--- config.mk ---
export PLATFORM = sky130hd
export DESIGN_NAME = ram_arbiter
export DESIGN_NICKNAME = d
export VERILOG_FILES = /design/src/rtl/ram_arbiter.sv
export SDC_FILE = /design/constraint.sdc
export NUM_CORES = 1
export LEC_CHECK = 0
export ABC_AREA = 0
export BUFFER_PORTS_ARGS = -buffer_cell sky130_fd_sc_hd__buf_2
export CORE_MARGIN = 2
export CORE_UTILIZATION = 44
export CTS_BUF_LIST = sky130_fd_sc_hd__clkbuf_16
export CTS_CLUSTER_SIZE = 12
export DETAILED_ROUTE_END_ITERATION = 6
export HOLD_SLACK_MARGIN = 0.15
export PLACE_DENSITY = 0.79
export SYNTH_ARGS = -nofsm -noshare
export SYNTH_HDL_FRONTEND = slang
export SYNTH_SLANG_ARGS = --single-unit
--- constraint.sdc ---
create_clock -name clk -period 1.9 [get_ports clk]
set_input_delay 0.285 -clock clk [delete_from_list [all_inputs] [get_ports clk]]
set_output_delay 0.285 -clock clk [all_outputs]
set_load 0.005 [all_outputs]
--- src/rtl/ram_arbiter.sv ---
// ram_arbiter
// Sits in front of a single-clock RAM with a registered read port. After reset
// it walks every address once, writing zero. It then shares the RAM between
// requesters A and B, granting at most one access per cycle.
//
// Ports:
//   clk, rst           clock; asynchronous active-low reset
//   a_req/a_we/a_addr/a_wdata   requester A request (held until a_gnt)
//   a_gnt              A granted this cycle (combinational)
//   a_rvalid/a_rdata   A read return, one cycle after the read grant
//   b_*                same set for requester B
//   init_done          high once the clear pass has finished
//   ram_wr_*           RAM write port
//   ram_rd_*           RAM read port (ram_rd_data valid the cycle after a read)
//
// Configuration macro:
//   RAM_ARB_FIXED_PRIO_EN  defined: A always wins a collision, so there is no
//                          round-robin pointer. Undefined: round-robin.
module ram_arbiter #(
  parameter int ADDR_W = 4,
  parameter int DATA_W = 8,
  parameter int DEPTH  = 1 << ADDR_W
) (
  input  logic              clk,
  input  logic              rst,
  input  logic              a_req,
  input  logic              a_we,
  input  logic [ADDR_W-1:0] a_addr,
  input  logic [DATA_W-1:0] a_wdata,
  output logic              a_gnt,
  output logic              a_rvalid,
  output logic [DATA_W-1:0] a_rdata,
  input  logic              b_req,
  input  logic              b_we,
  input  logic [ADDR_W-1:0] b_addr,
  input  logic [DATA_W-1:0] b_wdata,
  output logic              b_gnt,
  output logic              b_rvalid,
  output logic [DATA_W-1:0] b_rdata,
  output logic              init_done,
  output logic              ram_wr_enb,
  output logic [ADDR_W-1:0] ram_wr_addr,
  output logic [DATA_W-1:0] ram_wr_data,
  output logic              ram_rd_enb,
  output logic [ADDR_W-1:0] ram_rd_addr,
  input  logic [DATA_W-1:0] ram_rd_data
);

  localparam logic [ADDR_W-1:0] LAST_ADDR = ADDR_W'(DEPTH - 1);

  typedef enum logic {INIT, RUN} state_t;

  state_t              state_q, state_d;
  logic [ADDR_W-1:0]   cnt_q, cnt_d;
  logic                init_done_q, init_done_d;
  logic                rd_pend_q, rd_pend_d;    // a read return is due this cycle
  logic                rd_owner_q, rd_owner_d;  // 0 = A, 1 = B
  logic [DATA_W-1:0]   a_rdata_q, a_rdata_d;
  logic [DATA_W-1:0]   b_rdata_q, b_rdata_d;

  logic                gnt_a, gnt_b;
  logic                win_we;
  logic [ADDR_W-1:0]   win_addr;
  logic [DATA_W-1:0]   win_wdata;
  logic                wr_enb, rd_enb;
  logic [ADDR_W-1:0]   wr_addr;
  logic [DATA_W-1:0]   wr_data;

`ifndef RAM_ARB_FIXED_PRIO_EN
  logic                rr_ptr_q, rr_ptr_d;      // 0 = A wins next collision
`endif

  // Arbitration: only meaningful in RUN; INIT holds requests off.
  always_comb begin
    gnt_a = 1'b0;
    gnt_b = 1'b0;
    if (state_q == RUN) begin
`ifdef RAM_ARB_FIXED_PRIO_EN
      gnt_a = a_req;
      gnt_b = b_req & ~a_req;
`else
      gnt_a = a_req & (~b_req | ~rr_ptr_q);
      gnt_b = b_req & (~a_req |  rr_ptr_q);
`endif
    end
  end

  // Winner's request fields.
  always_comb begin
    win_we    = gnt_b ? b_we    : a_we;
    win_addr  = gnt_b ? b_addr  : a_addr;
    win_wdata = gnt_b ? b_wdata : a_wdata;
  end

  always_comb begin
    state_d     = state_q;
    cnt_d       = cnt_q;
    init_done_d = init_done_q;
    wr_enb      = 1'b0;
    wr_addr     = '0;
    wr_data     = '0;
    rd_enb      = 1'b0;
    case (state_q)
      INIT: begin
        wr_enb  = 1'b1;
        wr_addr = cnt_q;
        // Stop at the last address instead of letting the counter wrap.
        if (cnt_q == LAST_ADDR) begin
          state_d     = RUN;
          init_done_d = 1'b1;
        end else begin
          cnt_d = cnt_q + 1'b1;
        end
      end
      RUN: begin
        if (gnt_a | gnt_b) begin
          wr_enb  = win_we;
          wr_addr = win_addr;
          wr_data = win_wdata;
          rd_enb  = ~win_we;
        end
      end
      default: state_d = INIT;
    endcase
  end

  // Read return tracking; rdata of the non-owner keeps its last value.
  always_comb begin
    rd_pend_d  = rd_enb;
    rd_owner_d = gnt_b;
    a_rdata_d  = a_rvalid ? ram_rd_data : a_rdata_q;
    b_rdata_d  = b_rvalid ? ram_rd_data : b_rdata_q;
  end

`ifndef RAM_ARB_FIXED_PRIO_EN
  always_comb begin
    rr_ptr_d = rr_ptr_q;
    if (gnt_a)      rr_ptr_d = 1'b1;
    else if (gnt_b) rr_ptr_d = 1'b0;
  end

  always_ff @(posedge clk or negedge rst) begin
    if (!rst) rr_ptr_q <= 1'b0;
    else      rr_ptr_q <= rr_ptr_d;
  end
`endif

  always_ff @(posedge clk or negedge rst) begin
    if (!rst) begin
      state_q     <= INIT;
      cnt_q       <= '0;
      init_done_q <= 1'b0;
      rd_pend_q   <= 1'b0;
      rd_owner_q  <= 1'b0;
      a_rdata_q   <= '0;
      b_rdata_q   <= '0;
    end else begin
      state_q     <= state_d;
      cnt_q       <= cnt_d;
      init_done_q <= init_done_d;
      rd_pend_q   <= rd_pend_d;
      rd_owner_q  <= rd_owner_d;
      a_rdata_q   <= a_rdata_d;
      b_rdata_q   <= b_rdata_d;
    end
  end

  // Combinational outputs are gated by rst so they drop the moment reset
  // asserts, even though state_q only changes on the reset edge.
  assign a_gnt       = rst & gnt_a;
  assign b_gnt       = rst & gnt_b;
  assign ram_wr_enb  = rst & wr_enb;
  assign ram_rd_enb  = rst & rd_enb;
  assign ram_wr_addr = rst ? wr_addr : '0;
  assign ram_wr_data = rst ? wr_data : '0;
  assign ram_rd_addr = (rst & rd_enb) ? win_addr : '0;

  assign a_rvalid  = rd_pend_q & ~rd_owner_q;
  assign b_rvalid  = rd_pend_q &  rd_owner_q;
  assign a_rdata   = a_rvalid ? ram_rd_data : a_rdata_q;
  assign b_rdata   = b_rvalid ? ram_rd_data : b_rdata_q;
  assign init_done = init_done_q;

endmodule

==> results of run 1 <==
## sequential cells by signal, summed over array words and instances (netlist names)
| register | cells |
|---|---|
| cnt_q | 4 |
| rd_owner_q | 1 |
| init_done | 1 |
| rr_ptr_q | 1 |
| state_q | 1 |
| b_rdata_q | 8 |
| a_rdata_q | 8 |
| rd_pend_q | 1 |
## how the worst max path moves through the flow
stage	end	slack, ns	depth (start not counted)
after detailed placement	ram_rd_addr[3]	0.09	7
after CTS	ram_rd_enb	0.02	6
after floorplan	ram_rd_enb	0.34	6
after global placement	ram_rd_enb	0.12	7
final	ram_rd_enb	0.03	6
after global routing	ram_rd_enb	-0.03	6
## placed cells by master (no fill, tap or decap), types with 2 or more instances in the layout
| cell | Yosys | final |
|---|---|---|
| o21ai_1 | 4 | 4 |
| dlygate4sd3_1 | 0 | 2 |
| mux2i_1 | 5 | 4 |
| nor2b_2 | 0 | 2 |
| buf_2 | 1 | 75 |
| dfrtp_1 | 25 | 25 |
| nor2_1 | 2 | 2 |
| nand2_1 | 17 | 17 |
| a31oi_1 | 2 | 2 |
| nand2_2 | 8 | 8 |
| nand3b_1 | 8 | 8 |
| inv_1 | 5 | 6 |
| a21oi_2 | 8 | 8 |
| a21oi_1 | 5 | 5 |
| and2b_1 | 2 | 2 |
| mux2_2 | 17 | 17 |
| buf_4 | 1 | 6 |
| clkbuf_16 | 0 | 3 |
## power by group
part           internal, mW  switching, mW  total [mW]
Sequential            0.630         0.0227       0.653
Combinational         0.249          0.212       0.460
Clock                 0.280          0.164       0.444
## critical path, cell delays in order (launching register included)
cell     delay, ns
dfrtp_1       0.37
nand2_1       0.09
or2_4         0.30
inv_12        0.10
mux2i_4       0.22
nor2b_2       0.15
buf_2         0.11
## metrics by stage
step | worst slack, ns | hold slack (ns) | setup TNS, ns | utilization (%)
floorplan | 0.337 | -0.0106 | 0 | -
global placement | 0.120 | 0.139 | 0 | 60.1
detailed placement | 0.0886 | 0.143 | 0 | 60.1
CTS | 0.0219 | 0.295 | 0 | 63.6
global route | -0.0346 | 0.302 | -0.0548 | 65.2
finish | 0.0330 | 0.294 | 0 | 65.2
## per-layer routing
layer | GRT usage [%] | vias to the layer above | routed length, um
met5 | 0 | - | 0
met4 | 3.49 | 0 | 7
met3 | 3.68 | 2 | 245
met2 | 31.2 | 52 | 1550
met1 | 21.9 | 585 | 1380
li1 | - | 614 | -
## final cells by class
| class | instances | share of cell area [%] |
|---|---|---|
| multi-input cells | 93 | 35.8 |
| clock buffers | 3 | 3.80 |
| inverters | 6 | 1.77 |
| flip-flops and latches | 25 | 31.7 |
| well taps | 44 | 2.79 |
| repair buffers | 86 | 24.0 |
| clock inverters | 1 | 0.190 |
## cells by family (layout without fill, tap and decap cells)
logic type,count (synthesis),after routing,share of synthesized area (%)
AOI/OAI and AO/OA,24,24,12.6
muxes,22,22,17.3
DFF,25,25,44.8
buffers and inverters,11,96,5.92
and+or+nand+nor,44,44,17.2
adders and majority gates,1,1,0.897
xor gates and xnor gates,2,2,1.26
## repair_timing
item,4_1_cts,5_1_grt
endpoints found under the hold margin,4,0
hold buffers,2,0
resized for setup,2,7
pin swaps,0,1
endpoints found under the setup margin,18,11
buffers inserted,0,3
==> impl_metrics.env, run 1 <==
export IMPL_synthArstFlopShare_pct=100
export IMPL_drc=0
export IMPL_synth_edf_count=0
export IMPL_min_from="ram_rd_data[7]"
export IMPL_track_usage_pct=17.5
export IMPL_clock_skew_ns=0.00132
export IMPL_drtIter0Drc=33
export IMPL_wl_per_cell_um=12.3
export IMPL_syn2layout_area_growth_pct=41.6
export IMPL_tightest_slew_ns=0.444
export IMPL_die_y_um=60.3
export IMPL_cts_buffers=3
export IMPL_nNetsFinal=254
export IMPL_avgSynthCellArea_um2=10.8
export IMPL_ys_top_cells_by_area="dfrtp_1 (45%), mux2_2 (14%), a21oi_2 (5.0%)"
export IMPL_core_area_um2=3030
export IMPL_postPlaceCellArea_um2=1820
export IMPL_dr_pass1_iters=4
export IMPL_cts_htree_levels=1
export IMPL_ant_nets=0
export IMPL_ir_drop_mv=0.366
export IMPL_holdPathEnd="a_rdata_q[7]"
export IMPL_grt_pass1_wl_um=4910
export IMPL_clockBufferDepth=2
export IMPL_io_pins=77
export IMPL_grt_pass1_vias=1168
export IMPL_dieArea_um2=3640
export IMPL_rsz0062_at_grt="true"
export IMPL_r2r_start="cnt_q[0]"
export IMPL_grt_max_degree=22
export IMPL_clk_latency_ns=0.25
export IMPL_grt_overflow=0
export IMPL_critical_path_class="flip-flop to primary output"
export IMPL_tritoncts="yes"
export IMPL_clock_sinks=25
export IMPL_regArea_um2=626
export IMPL_diodes=0
export IMPL_viasPerCell=4.86
export IMPL_seq_area_frac_synth_pct=44.8
export IMPL_relSlewSlack_pct=70.4
export IMPL_p_per_area_nw_per_um2=789
export IMPL_rows=20
export IMPL_fin_cells=258
export IMPL_cp_max_fo=11
export IMPL_min_period_ns=1.87
export IMPL_drive_gt1_share_pct=59.3
export IMPL_setup_violations=0
export IMPL_hold_viol=0
export IMPL_max_freq_ghz=0.536
export IMPL_critPathCaptureType="primary output"
export IMPL_syn_inst=129
export IMPL_yosys_top_cells_count="dfrtp_1 (25), mux2_2 (17), nand2_1 (17)"
export IMPL_gp_congestion=0.761
export IMPL_worstPathArrival_ns=1.58
export IMPL_maxCapViolations=0
export IMPL_rrSetupSlack_ns=0.40
export IMPL_synth_top_area_cell="dfrtp_1"
export IMPL_r2r_end="cnt_q[3]"
export IMPL_worstRegToRegCells=5
export IMPL_root_buffer="clkbuf_16"
export IMPL_ys_warn_count=0
export IMPL_cts_clk_slew_worst_paths_ns=0.06
export IMPL_dp_hpwl_um=2410
export IMPL_vias=1253
export IMPL_design_area_um2=1980
export IMPL_p_leak_nw=0.980
export IMPL_synth_cell_type_count=32
export IMPL_startpoint="state_q"
export IMPL_synth_most_common_cell="dfrtp_1"
export IMPL_synth_seq_cells=25
export IMPL_fin_crit_sh_pct=98.3
export IMPL_synth_fp_nets=168
export IMPL_multi_input_area_um2=707
export IMPL_portBuffers=76
export IMPL_fillers=254
export IMPL_syn_area_um2=1400
export IMPL_outcome="finished clean"
export IMPL_start_kind="flip-flop"
export IMPL_yosysTopAreaCellShare_pct=44.8
export IMPL_power_mw=1.56
export IMPL_dp_cells=249
export IMPL_finalMaxSlewViolations=0
export IMPL_hp_class="input pin to flip-flop"
export IMPL_synth_ff_type="dfrtp_1"
export IMPL_antenna_found_initial=0
export IMPL_required_ns=1.62
export IMPL_die_w_um=60.3
export IMPL_wl_um=3180
export IMPL_min_path_cells=2
export IMPL_start_util_pct=46.1
Power figures use the tool's default switching activity.
==> inputs of run 2 (changes only) <==
--- a/config.mk
+++ b/config.mk
@@ -7,8 +7,10 @@
 export LEC_CHECK = 0
 export ABC_AREA = 0
 export BUFFER_PORTS_ARGS = -buffer_cell sky130_fd_sc_hd__buf_2
+export CELL_PAD_IN_SITES_DETAIL_PLACEMENT = 1
+export CELL_PAD_IN_SITES_GLOBAL_PLACEMENT = 1
 export CORE_MARGIN = 2
-export CORE_UTILIZATION = 44
+export CORE_UTILIZATION = 32
 export CTS_BUF_LIST = sky130_fd_sc_hd__clkbuf_16
 export CTS_CLUSTER_SIZE = 12
 export DETAILED_ROUTE_END_ITERATION = 6
==> run 2 against run 1 <==
Against the previous run: combinational power is 8.5% higher; hold slack worse by 0.0019 ns; total power is 4.6% higher; non-clock buffer count is 4 higher; design area is 2.9% higher; sequential share of layout area is 0.90 points lower; clock power is 6.1% higher; global-route usage is 2.5 points lower; largest cell class unchanged; fmax is 0.52% higher; via count is 5.4% higher.
==> impl_metrics.env, run 2 (synthesis results as in run 1) <==
export IMPL_worstPathArrival_ns=1.57
export IMPL_nNetsFinal=258
export IMPL_worstRegToRegCells=3
export IMPL_setup_violations=0
export IMPL_clock_skew_ns=0.00444
export IMPL_power_mw=1.63
export IMPL_tightest_slew_ns=0.427
export IMPL_cts_buffers=3
export IMPL_required_ns=1.62
export IMPL_io_pins=77
export IMPL_antenna_found_initial=0
export IMPL_diodes=0
export IMPL_critical_path_class="flip-flop to primary output"
export IMPL_setup_tns_ns=0
export IMPL_relSlewSlack_pct=71.4
export IMPL_portBuffers=76
export IMPL_place_ws_ns=0.112
export IMPL_drc=0
export IMPL_min_from="ram_rd_data[6]"
export IMPL_timing_final_ws_setup_ns=0.0427
export IMPL_gp_congestion=0.730
export IMPL_maxCapViolations=0
export IMPL_dp_hpwl_um=2950
export IMPL_clockBufferDepth=2
export IMPL_grt_pass1_wl_um=6010
export IMPL_r2r_start="cnt_q[0]"
export IMPL_clock_sinks=25
export IMPL_design_area_um2=2030
export IMPL_p_per_area_nw_per_um2=801
export IMPL_largest_registers="a_rdata_q (8), b_rdata_q (8), cnt_q (4)"
export IMPL_cts_htree_levels=1
export IMPL_postPlaceCellArea_um2=1850
export IMPL_min_period_ns=1.86
export IMPL_rsz0062_at_grt="true"
export IMPL_die_w_um=70.0
export IMPL_p_leak_nw=1.00
export IMPL_die_y_um=70.0
export IMPL_hold_viol=0
export IMPL_viasPerCell=4.89
export IMPL_start_kind="flip-flop"
export IMPL_max_freq_ghz=0.538
export IMPL_final_cell_mix="buf_2 (75), dfrtp_1 (25), nand2_1 (17), mux2_2 (17), buf_4 (10)"
export IMPL_grt_overflow=0
export IMPL_rrSetupSlack_ns=0.33
export IMPL_syn2layout_area_growth_pct=45.7
export IMPL_r2r_end="cnt_q[1]"
export IMPL_drtIter0Drc=27
export IMPL_drive_gt1_share_pct=61.5
export IMPL_outcome="finished clean"
export IMPL_cts_clk_slew_worst_paths_ns=0.07
export IMPL_fin_crit_sh_pct=97.8
export IMPL_wl_um=3820
export IMPL_dieArea_um2=4900
export IMPL_tritoncts="yes"
export IMPL_holdPathEnd="b_rdata_q[6]"
export IMPL_rows=24
export IMPL_cp_max_fo=8
export IMPL_ir_drop_mv=0.381
export IMPL_finalMaxSlewViolations=0
export IMPL_wl_per_cell_um=14.1
export IMPL_vias=1321
export IMPL_core_area_um2=4260
export IMPL_ant_nets=0
export IMPL_grt_max_degree=25
export IMPL_track_usage_pct=15.1
export IMPL_start_util_pct=32.7
export IMPL_grt_pass1_vias=1327
export IMPL_layout_commonest_cell="buf_2"
export IMPL_root_buffer="clkbuf_16"
export IMPL_hp_class="input pin to flip-flop"
export IMPL_dr_pass1_iters=4
export IMPL_critPathCaptureType="primary output"
export IMPL_min_path_cells=2
export IMPL_clk_latency_ns=0.26
-- run 2: cell count changes in the layout (fill, tap and decap cells not counted), sizes merged --
cell | previous run | this run
clkinvlp | 0 | 1
buf | 83 | 89
dlygate4sd3 | 2 | 1
inv | 7 | 6
clkbuf | 4 | 3
-- run 2: cell type report --
cell class,count,area (um^2)
fillers,520,2230
multi-input cells,93,702
flip-flops and latches,25,626
repair buffers,90,523
clock buffers,3,75.1
well taps,52,65.1
inverters,6,35.0
clock inverters,1,7.51
-- run 2: worst max-delay path by stage --
stage	to	start	cells past startpoint
floorplan	ram_rd_enb	state_q	6
global placement	ram_rd_enb	a_req	7
detailed placement	ram_rd_enb	a_req	7
CTS	ram_rd_addr[2]	rr_ptr_q	6
global route	ram_wr_addr[0]	state_q	7
finish	ram_wr_data[4]	rr_ptr_q	8
-- run 2: per-stage QoR --
| step | std cells | hold WS (ns) | util [%] |
|---|---|---|---|
| detailed placement | 258 | 0.113 | 43.4 |
| global route | 270 | 0.297 | 47.7 |
| global placement | 258 | 0.113 | 43.4 |
| finish | 270 | 0.292 | 47.7 |
| floorplan | 129 | -0.0106 | - |
| CTS | 263 | 0.289 | 45.6 |
-- run 2: critical path, cell delays in order, from the launching register on --
cell and delay (ns):
dfrtp_1 0.39, nor2b_2 0.06, or2_4 0.27, inv_12 0.08, buf_12 0.12, buf_12 0.10
nand2_2 0.05, a21oi_2 0.11, buf_2 0.12
-- run 2: timing repair --
item	CTS	global route
setup buffers	0	7
hold buffers	1	0
hold endpoints to repair	25	0
endpoints found under the setup margin	14	26
gates resized for setup	1	8
pin swaps	0	4
-- run 2: power by group --
group / leakage, nW / total (mW) / switching [mW] / internal, mW
Sequential: 0.276 / 0.660 / 0.0290 / 0.631
Clock: 0.0371 / 0.471 / 0.185 / 0.286
Combinational: 0.687 / 0.499 / 0.230 / 0.269
Total: 1.00 / 1.63 / 0.444 / 1.19
-- run 2: metal layers --
layer | vias up | track usage (%) | part of all wire, %
li1 | 623 | - | -
met1 | 622 | 18.9 | 43
met2 | 71 | 25.0 | 46
met3 | 5 | 4.47 | 9.8
met4 | 0 | 4.49 | 1.0
met5 | - | 0 | 0
==> inputs of run 3 (changes only) <==
--- a/config.mk
+++ b/config.mk
@@ -14,6 +14,7 @@
 export CTS_BUF_LIST = sky130_fd_sc_hd__clkbuf_16
 export CTS_CLUSTER_SIZE = 12
 export DETAILED_ROUTE_END_ITERATION = 6
+export GPL_TIMING_DRIVEN = 0
 export HOLD_SLACK_MARGIN = 0.15
 export PLACE_DENSITY = 0.79
 export SYNTH_ARGS = -nofsm -noshare
==> run 3 against run 2 <==
Against the previous run: the flow now finishes with violations (setup timing); total power fell by 0.69%; clock power is 4% lower; final cell count did not move; routed wire length increased by 3.6%; global-route usage up 1.6 points; fmax down 3.9%; first-iteration DRC count rose by 120%; register-to-register slack gained 0.02 ns; critical path type unchanged; largest cell class unchanged; largest power group unchanged.
==> impl_metrics.env, run 3 (synthesis results as in run 1) <==
export IMPL_wl_um=3960
export IMPL_track_usage_pct=16.6
export IMPL_setup_tns_ns=-0.0334
export IMPL_clock_sinks=25
export IMPL_final_cell_mix="buf_2 (75), dfrtp_1 (24), mux2_2 (17)"
export IMPL_syn2layout_area_growth_pct=48.7
export IMPL_start_util_pct=32.7
export IMPL_fin_util_pct=48.7
export IMPL_clk_latency_ns=0.26
export IMPL_dieArea_um2=4900
export IMPL_min_from="ram_rd_data[1]"
export IMPL_design_area_um2=2070
export IMPL_wl_met2_um=1870
export IMPL_power_internal_mw=1.18
export IMPL_start_kind="flip-flop"
export IMPL_grt_pass1_vias=1378
export IMPL_timing_final_ws_setup_ns=-0.0334
export IMPL_tritoncts="yes"
export IMPL_critPathCaptureType="primary output"
export IMPL_core_area_um2=4260
export IMPL_clock_skew_ns=0.00328
export IMPL_cts_buffers=3
export IMPL_fillers=506
export IMPL_cp_max_fo=5
export IMPL_rows=24
export IMPL_nNetsFinal=258
export IMPL_finalMaxSlewViolations=0
export IMPL_hold_viol=0
export IMPL_p_sw_mw=0.435
export IMPL_sequentialPowerShare_pct=40.7
export IMPL_outcome="complete, but fails checks"
export IMPL_max_freq_ghz=0.517
export IMPL_drtIter0Drc=59
export IMPL_grt_max_degree=26
export IMPL_fin_crit_sh_pct=102
export IMPL_regArea_um2=627
export IMPL_p_per_area_nw_per_um2=780
export IMPL_wirelength_met1_um=1700
export IMPL_tightest_slew_ns=0.398
export IMPL_startpoint="state_q"
export IMPL_viasPerCell=4.81
export IMPL_postPlaceCellArea_um2=1840
export IMPL_r2r_start="cnt_q[0]"
export IMPL_rsz0062_at_grt="true"
export IMPL_clkPwrFrac_pct=27.9
export IMPL_place_ws_ns=-0.152
export IMPL_ir_drop_mv=0.330
export IMPL_vias=1298
export IMPL_grt_overflow=0
export IMPL_cts_htree_levels=1
export IMPL_die_w_um=70.0
export IMPL_wl_met3_um=347
export IMPL_top_layer_used="met4"
export IMPL_multi_input_area_um2=728
export IMPL_drive_gt1_share_pct=61.5
export IMPL_cts_clk_slew_worst_paths_ns=0.06
export IMPL_layout_commonest_cell="buf_2"
export IMPL_diodes=0
export IMPL_clockBufferDepth=2
export IMPL_required_ns=1.62
export IMPL_portBuffers=76
export IMPL_dp_hpwl_um=2880
export IMPL_ant_nets=0
export IMPL_gp_congestion=0.719
export IMPL_io_pins=77
export IMPL_drc=0
export IMPL_maxCapViolations=0
export IMPL_worstPathArrival_ns=1.65
export IMPL_hp_class="input pin to flip-flop"
export IMPL_root_buffer="clkbuf_16"
export IMPL_min_period_ns=1.93
export IMPL_comb_power_share_pct=31.4
export IMPL_setup_violations=1
export IMPL_wl_per_cell_um=14.7
export IMPL_largest_registers="a_rdata_q (8), b_rdata_q (8), cnt_q (4)"
export IMPL_p_leak_nw=1.02
export IMPL_grt_pass1_wl_um=6610
export IMPL_critical_path_class="flip-flop to primary output"
export IMPL_relSlewSlack_pct=73.3
export IMPL_dr_pass1_iters=4
export IMPL_p_sw_share_pct=26.9
export IMPL_antenna_found_initial=0
export IMPL_violations="setup timing"
export IMPL_die_y_um=70.0
run 3: final timing paths:
path / end / slack (ns) / depth (start not counted)
max: ram_rd_enb / -0.03 / 7
max reg2reg: cnt_q[1] / 0.35 / 3
min reg2reg: init_done / 0.46 / 1
min in group asynchronous: a_rdata_q[7] / 0.72 / 4
max in group asynchronous: state_q / 1.03 / 4
min: b_rdata_q[1] / 0.29 / 2
run 3: layout make-up:
cell class | count | area share, %
Clock inverter | 1 | 0.181
Timing Repair Buffer | 85 | 23.0
Timing Repair inverter | 1 | 0.422
Sequential cell | 25 | 30.2
Multi-Input combinational cell | 93 | 35.1
Inverter | 6 | 1.69
Clock buffer | 3 | 3.62
Tap cell | 52 | 3.14
Buffer | 4 | 2.59
run 3: metal layers:
layer | vias up | GRT usage (%)
li1 | 624 | -
met1 | 604 | 20.6
met2 | 67 | 28.5
met3 | 3 | 4.76
met4 | 0 | 4.49
met5 | - | 0
run 3: timing repair:
item	in CTS	in global routing
resized for setup	4	11
setup endpoints to repair	27	26
buffers inserted	2	4
endpoints found under the hold margin	25	0
hold buffers	3	0
pin swaps	0	2
gates cloned	0	1
run 3: power groups by stage:
stage | sequential, mW | combinational, mW | clock [mW]
floorplan | 0.656 | 0.251 | 0
global placement | 0.659 | 0.453 | 0
detailed placement | 0.665 | 0.466 | 0
CTS | 0.656 | 0.486 | 0.470
global route | 0.667 | 0.562 | 0.490
finish | 0.659 | 0.508 | 0.452
run 3: through the flow:
stage                     power, mW  instances  hold slack, ns
after floorplan               0.907        129         -0.0106
after global placement         1.11        257           0.345
after detailed placement       1.13        257           0.345
after CTS                      1.61        265           0.287
after global routing           1.72        270           0.294
final                          1.62        270           0.287
run 3: critical path, cell delays in order, from the launching register on:
cell	delay, ns
dfrtp_2	0.37
nand2_2	0.05
or2_1	0.23
buf_6	0.16
inv_12	0.07
mux2i_4	0.22
nor2b_4	0.16
buf_2	0.11
